File: src/rtl/operand_fetch_stage.sv
// operand_fetch_stage: register operand fetch with pending-write scoreboard.
// Ports: clk/rst (async, active-low); decode in* (valid/ready);
//   rfRead* to the register file; wb* writeback; out* to execute; flush.
// Build option: OPF_BYPASS_EN forwards the current writeback to operands.
`ifndef WORD_LENGTH
`define WORD_LENGTH 32
`endif

module operand_fetch_stage #(
  parameter int SIZE  = 16,
  parameter int WIDTH = `WORD_LENGTH
) (
  input  logic                    clk,
  input  logic                    rst,
  input  logic                    inValid,
  output logic                    inReady,
  input  logic [$clog2(SIZE)-1:0] inSrcA,
  input  logic [$clog2(SIZE)-1:0] inSrcB,
  input  logic [$clog2(SIZE)-1:0] inDst,
  input  logic                    inDstWrite,
  output logic [$clog2(SIZE)-1:0] rfReadAddr1,
  output logic [$clog2(SIZE)-1:0] rfReadAddr2,
  input  logic [WIDTH-1:0]        rfReadData1,
  input  logic [WIDTH-1:0]        rfReadData2,
  input  logic                    wbEnable,
  input  logic [$clog2(SIZE)-1:0] wbAddr,
  input  logic [WIDTH-1:0]        wbData,
  output logic                    outValid,
  input  logic                    outReady,
  output logic [WIDTH-1:0]        outOpA,
  output logic [WIDTH-1:0]        outOpB,
  output logic [$clog2(SIZE)-1:0] outDst,
  output logic                    outDstWrite,
  input  logic                    flush
);

  localparam int AW = $clog2(SIZE);

  logic [SIZE-1:0] pending;
  logic [SIZE-1:0] pending_next;
  logic            byp_a;
  logic            byp_b;
  logic            haz_a;
  logic            haz_b;
  logic            waw;
  logic            accept;
  logic [WIDTH-1:0] op_a;
  logic [WIDTH-1:0] op_b;

  assign rfReadAddr1 = inSrcA;
  assign rfReadAddr2 = inSrcB;

`ifdef OPF_BYPASS_EN
  assign byp_a = wbEnable && (wbAddr == inSrcA)
              && (inSrcA != '0);
  assign byp_b = wbEnable && (wbAddr == inSrcB)
              && (inSrcB != '0);
`else
  // Without forwarding a matching source waits
  // one cycle for the register file to update.
  logic unused_wb;
  assign unused_wb = ^wbData;
  assign byp_a = 1'b0;
  assign byp_b = 1'b0;
`endif

  assign haz_a = (inSrcA != '0) && pending[inSrcA]
              && !byp_a;
  assign haz_b = (inSrcB != '0) && pending[inSrcB]
              && !byp_b;
  // Writeback does not release a WAW stall early:
  // set and clear of one bit never coincide.
  assign waw = inDstWrite && (inDst != '0)
            && pending[inDst];

  assign inReady = rst && (!outValid || outReady)
                && !flush && !haz_a && !haz_b && !waw;
  assign accept = inValid && inReady;

  always_comb begin
    op_a = rfReadData1;
    if (inSrcA == '0) op_a = '0;
    else if (byp_a) op_a = wbData;
  end

  always_comb begin
    op_b = rfReadData2;
    if (inSrcB == '0) op_b = '0;
    else if (byp_b) op_b = wbData;
  end

  always_comb begin
    pending_next = pending;
    if (wbEnable && (wbAddr != '0))
      pending_next[wbAddr] = 1'b0;
    if (flush && outValid && outDstWrite)
      pending_next[outDst] = 1'b0;
    if (accept && inDstWrite && (inDst != '0))
      pending_next[inDst] = 1'b1;
    pending_next[0] = 1'b0;
  end

  always_ff @(posedge clk or negedge rst) begin
    if (!rst) begin
      pending <= '0;
    end else begin
      pending <= pending_next;
    end
  end

  always_ff @(posedge clk or negedge rst) begin
    if (!rst) begin
      outValid    <= 1'b0;
      outOpA      <= '0;
      outOpB      <= '0;
      outDst      <= '0;
      outDstWrite <= 1'b0;
    end else if (flush) begin
      outValid <= 1'b0;
    end else if (accept) begin
      outValid    <= 1'b1;
      outOpA      <= op_a;
      outOpB      <= op_b;
      outDst      <= inDst;
      outDstWrite <= inDstWrite;
    end else if (outValid && outReady) begin
      outValid <= 1'b0;
    end
  end

  logic [AW-1:0] unused_aw;
  assign unused_aw = '0;

endmodule
File: config.mk
export PLATFORM = sky130hd
export DESIGN_NAME = operand_fetch_stage
export DESIGN_NICKNAME = d
export VERILOG_FILES = /design/src/rtl/operand_fetch_stage.sv
export SDC_FILE = /design/constraint.sdc
export NUM_CORES = 1
export LEC_CHECK = 0
export ABC_AREA = 1
export BUFFER_PORTS_ARGS = -buffer_cell sky130_fd_sc_hd__buf_2
export CORE_MARGIN = 2
export CORE_UTILIZATION = 25
export DETAILED_ROUTE_END_ITERATION = 12
export PLACE_DENSITY = 0.5
export SETUP_SLACK_MARGIN = 0.15
export SLEW_MARGIN = 30
export SYNTH_ARGS = -nofsm -noshare
export SYNTH_HDL_FRONTEND = slang
export SYNTH_SLANG_ARGS = --single-unit
File: constraint.sdc
create_clock -name clk -period 2.15 [get_ports clk]
set_clock_uncertainty 0.1 [all_clocks]
set_input_delay 0.215 -clock clk [delete_from_list [all_inputs] [get_ports clk]]
set_output_delay 0.215 -clock clk [all_outputs]
set_load 0.005 [all_outputs]
==> flow_summary.ini <==
[worst_setup_path]
slowest_stage = dfrtp_1
path_cells = nand2_1, nand2_1, nand2_1, nand2_1, nand2_1, nand2_1, o21ai_2, buf_4, nand3_4, buf_12, clkbuf_16, nand2_1, o21ai_2
required_ns = 2.29
reg2reg_slack_ns = 0.22
crit_type = flop to flop
crit_path_max_fanout = 21
path_buf_inv = 3
critPathMostFrequentCell = nand2_1
crit_path_end_kind = flop
cp-start-kind = flop
worstReg2RegEnd = outOpB[16]$_DFFE_PN0P_
worstPathArrival_ns = 2.07
r2r_cells = 13
critPathMaxStageDelay_ns = 0.46
reg2reg_from = pending[12]$_DFF_PN0_
cp_top_family = simple AND/OR/NAND/NOR gates

[detailed_routing]
via_per_inst = 4.385
drc = 0
vias = 4188
drt_iter0_markers = 160
first_pass_iters = 5
routed_wl_um = 13640
ant_nets = 0
routedWlPerCell_um = 14.28

[synth]
netlist.area_leader.share_pct = 47.38
synthAdderAreaFrac_pct = 0
synth_cells = 552
ys_types = 26
seq_area_frac_synth_pct = 47.38
yosys-top-cells-area = dfrtp_1, nand2_1, o21ai_2
synth-xor-area-share_pct = 0
synth_seq_cells = 85
yosysTopAreaCell = dfrtp_1
synth.avg_cell_area_sq_um = 8.133
synthSimpleGateAreaFrac_pct = 24.25
synth.net_count = 671
synth_top_family_by_area = simple AND/OR/NAND/NOR gates
yosysWarningCount = 0
synth_mux_area_share_pct = 0
synth-compound-area-share_pct = 19.23
synth_area_sq_um = 4489

[finish]
drive_gt1_share_pct = 37.33
n_antenna_cell = 0
nNetsFinal = 840
area_delta_synth_final_pct = 35.03

[floorplanning]
die_x_um = 138.0
rows = 49
core_area_sq_um = 17780
ios = 198
die_h_um = 138.0
initial_core_util_pct = 25.25
die_area_sq_um = 19050

[placement]
gp_congestion = 0.8953
dp_hpwl_um = 9440
numPortBuffers = 165

[sta]
min_period_ns = 1.928
setup_viol = 0
hold_slack_ns = 0.02257
max_slew.worst_pin.slew_ns = 0.7085
hold_violations = 0
finalSetupTns_ns = 0
max_slew_margin_pct = 52.77
fmax_mhz = 518.8
slew_viol_final = 0
post-route-period-util_pct = 89.66
rsz0062_at_grt = yes

[job]
max_cap_viol_count = 0

[clock_network]
cts.sinks = 85
clk_pin_slew_ns = 0.07
cts_max_level = 3
cts_root_buf = clkbuf_16
clockBufferDepth = 2
clk_latency_ns = 0.34
cts_tree = yes
cts-buffers-inserted = 9

[global_routing]
grt_pass1_vias = 3933
grt-ovfl-total = 0
track_usage_pct = 13.39
grt_pass1_wl_um = 20360
antenna_found_initial = 0
grt_max_degree = 58

[hold_path]
min_from = rfReadData2[14]
hold_path_class = primary input to flop
holdPathStages = 3
hold_path_end = outOpB[14]$_DFFE_PN0P_

[pwr]
ir_drop_mv = 0.3507
powerDensity_nw_per_um2 = 876.4
leakage_uw = 0.003267

[status]
status = complete, no violations
[how the worst max path moves through the flow]
stage,cells past startpoint,endpoint,from
3_3_place_gp,13,outOpA[30]$_DFFE_PN0P_,inDst[0]
6_report,13,outOpB[16]$_DFFE_PN0P_,pending[12]$_DFF_PN0_
4_1_cts,12,outOpA[21]$_DFFE_PN0P_,pending[10]$_DFF_PN0_
3_5_place_dp,13,outOpA[21]$_DFFE_PN0P_,inDst[0]
2_1_floorplan,10,outOpA[17]$_DFFE_PN0P_,pending[6]$_DFF_PN0_
5_1_grt,13,outOpB[16]$_DFFE_PN0P_,pending[9]$_DFF_PN0_
[placed cells by master, fill, tap and decap left out, types with 3 or more instances in the layout]
master and n:
nand2_1 208, buf_2 164, dfrtp_1 82, o21ai_2 51, inv_1 33, nand3_1 29, o21ai_0 25, nor2_1 22
buf_4 17, a21oi_1 16, o21bai_1 15, clkbuf_16 13, o21ai_1 7, inv_2 5, nand3_2 4, nor3_1 4
a31oi_1 4, bufinv_16 3, dfrtp_2 3
[cells by family (layout without fill, tap and decap cells)]
group / count (synthesis) / in the layout
simple gates: 272 / 272
compound gates: 123 / 123
flops: 85 / 85
buf+inv: 72 / 246
[tightest hold or removal path, stage by stage]
cell and delay (ns):
buf_2 0.09, nand2_1 0.07, o21ai_2 0.05
[power by group]
group / switching, uW / internal [uW]
Combinational: 683 / 626
Clock: 640 / 1170
Sequential: 225 / 1970
[layout make-up]
class	count	area, sq um
clock buffers	12	246.5
clock inverters	4	95.09
fillers	1941	11720
inverters	38	142.6
multi-input cells	395	1984
flip-flops and latches	85	2131
well taps	229	286.5
repair buffers	192	1176
[metal layers]
metal	track usage, %	vias to the layer above	part of all wire [%]
li1	-	2113	-
met1	16.45	1934	45
met2	22.23	118	47
met3	4.330	23	6.4
met4	4.565	0	1.9
met5	0	-	0
[registers in the layout, summed over array words and instances, names as in the netlist]
name         flops
outDst           4
outDstWrite      1
outOpA          32
outOpB          32
outValid         1
pending         15
[through the flow]
step | std cells | util (%) | cell area [sq um] | setup WS [ns] | power (uW)
after floorplan | 552 | - | 4489 | 0.5347 | 2869
after global placement | 925 | 30.75 | 5466 | 0.1269 | 3497
after detailed placement | 925 | 30.75 | 5466 | 0.1254 | 3508
after CTS | 944 | 32.84 | 5838 | 0.1648 | 5361
after global routing | 955 | 34.10 | 6062 | 0.1268 | 5670
final | 955 | 34.10 | 6062 | 0.2223 | 5313
[cells in the mapped netlist (all sizes together)]
master / number
o21ai: 83
nand4: 1
dfrtp: 85
nand3: 34
inv: 38
clkbuf: 9
a21oi: 16
buf: 25
a211oi: 1
a31oi: 4
o31ai: 2
o211ai: 1
a41oi: 1
nor3: 4
o21bai: 15
nand2: 208
and2: 1
nor2: 24
[timing repair]
action,in CTS,in global routing
endpoints found under the hold margin,32,0
resized for setup,1,22
cloned,0,5
hold buffers,1,0
pin swaps,2,1
setup endpoints to repair,1,70
setup buffers,2,6
No activity file was read; power rests on OpenSTA's default activity.
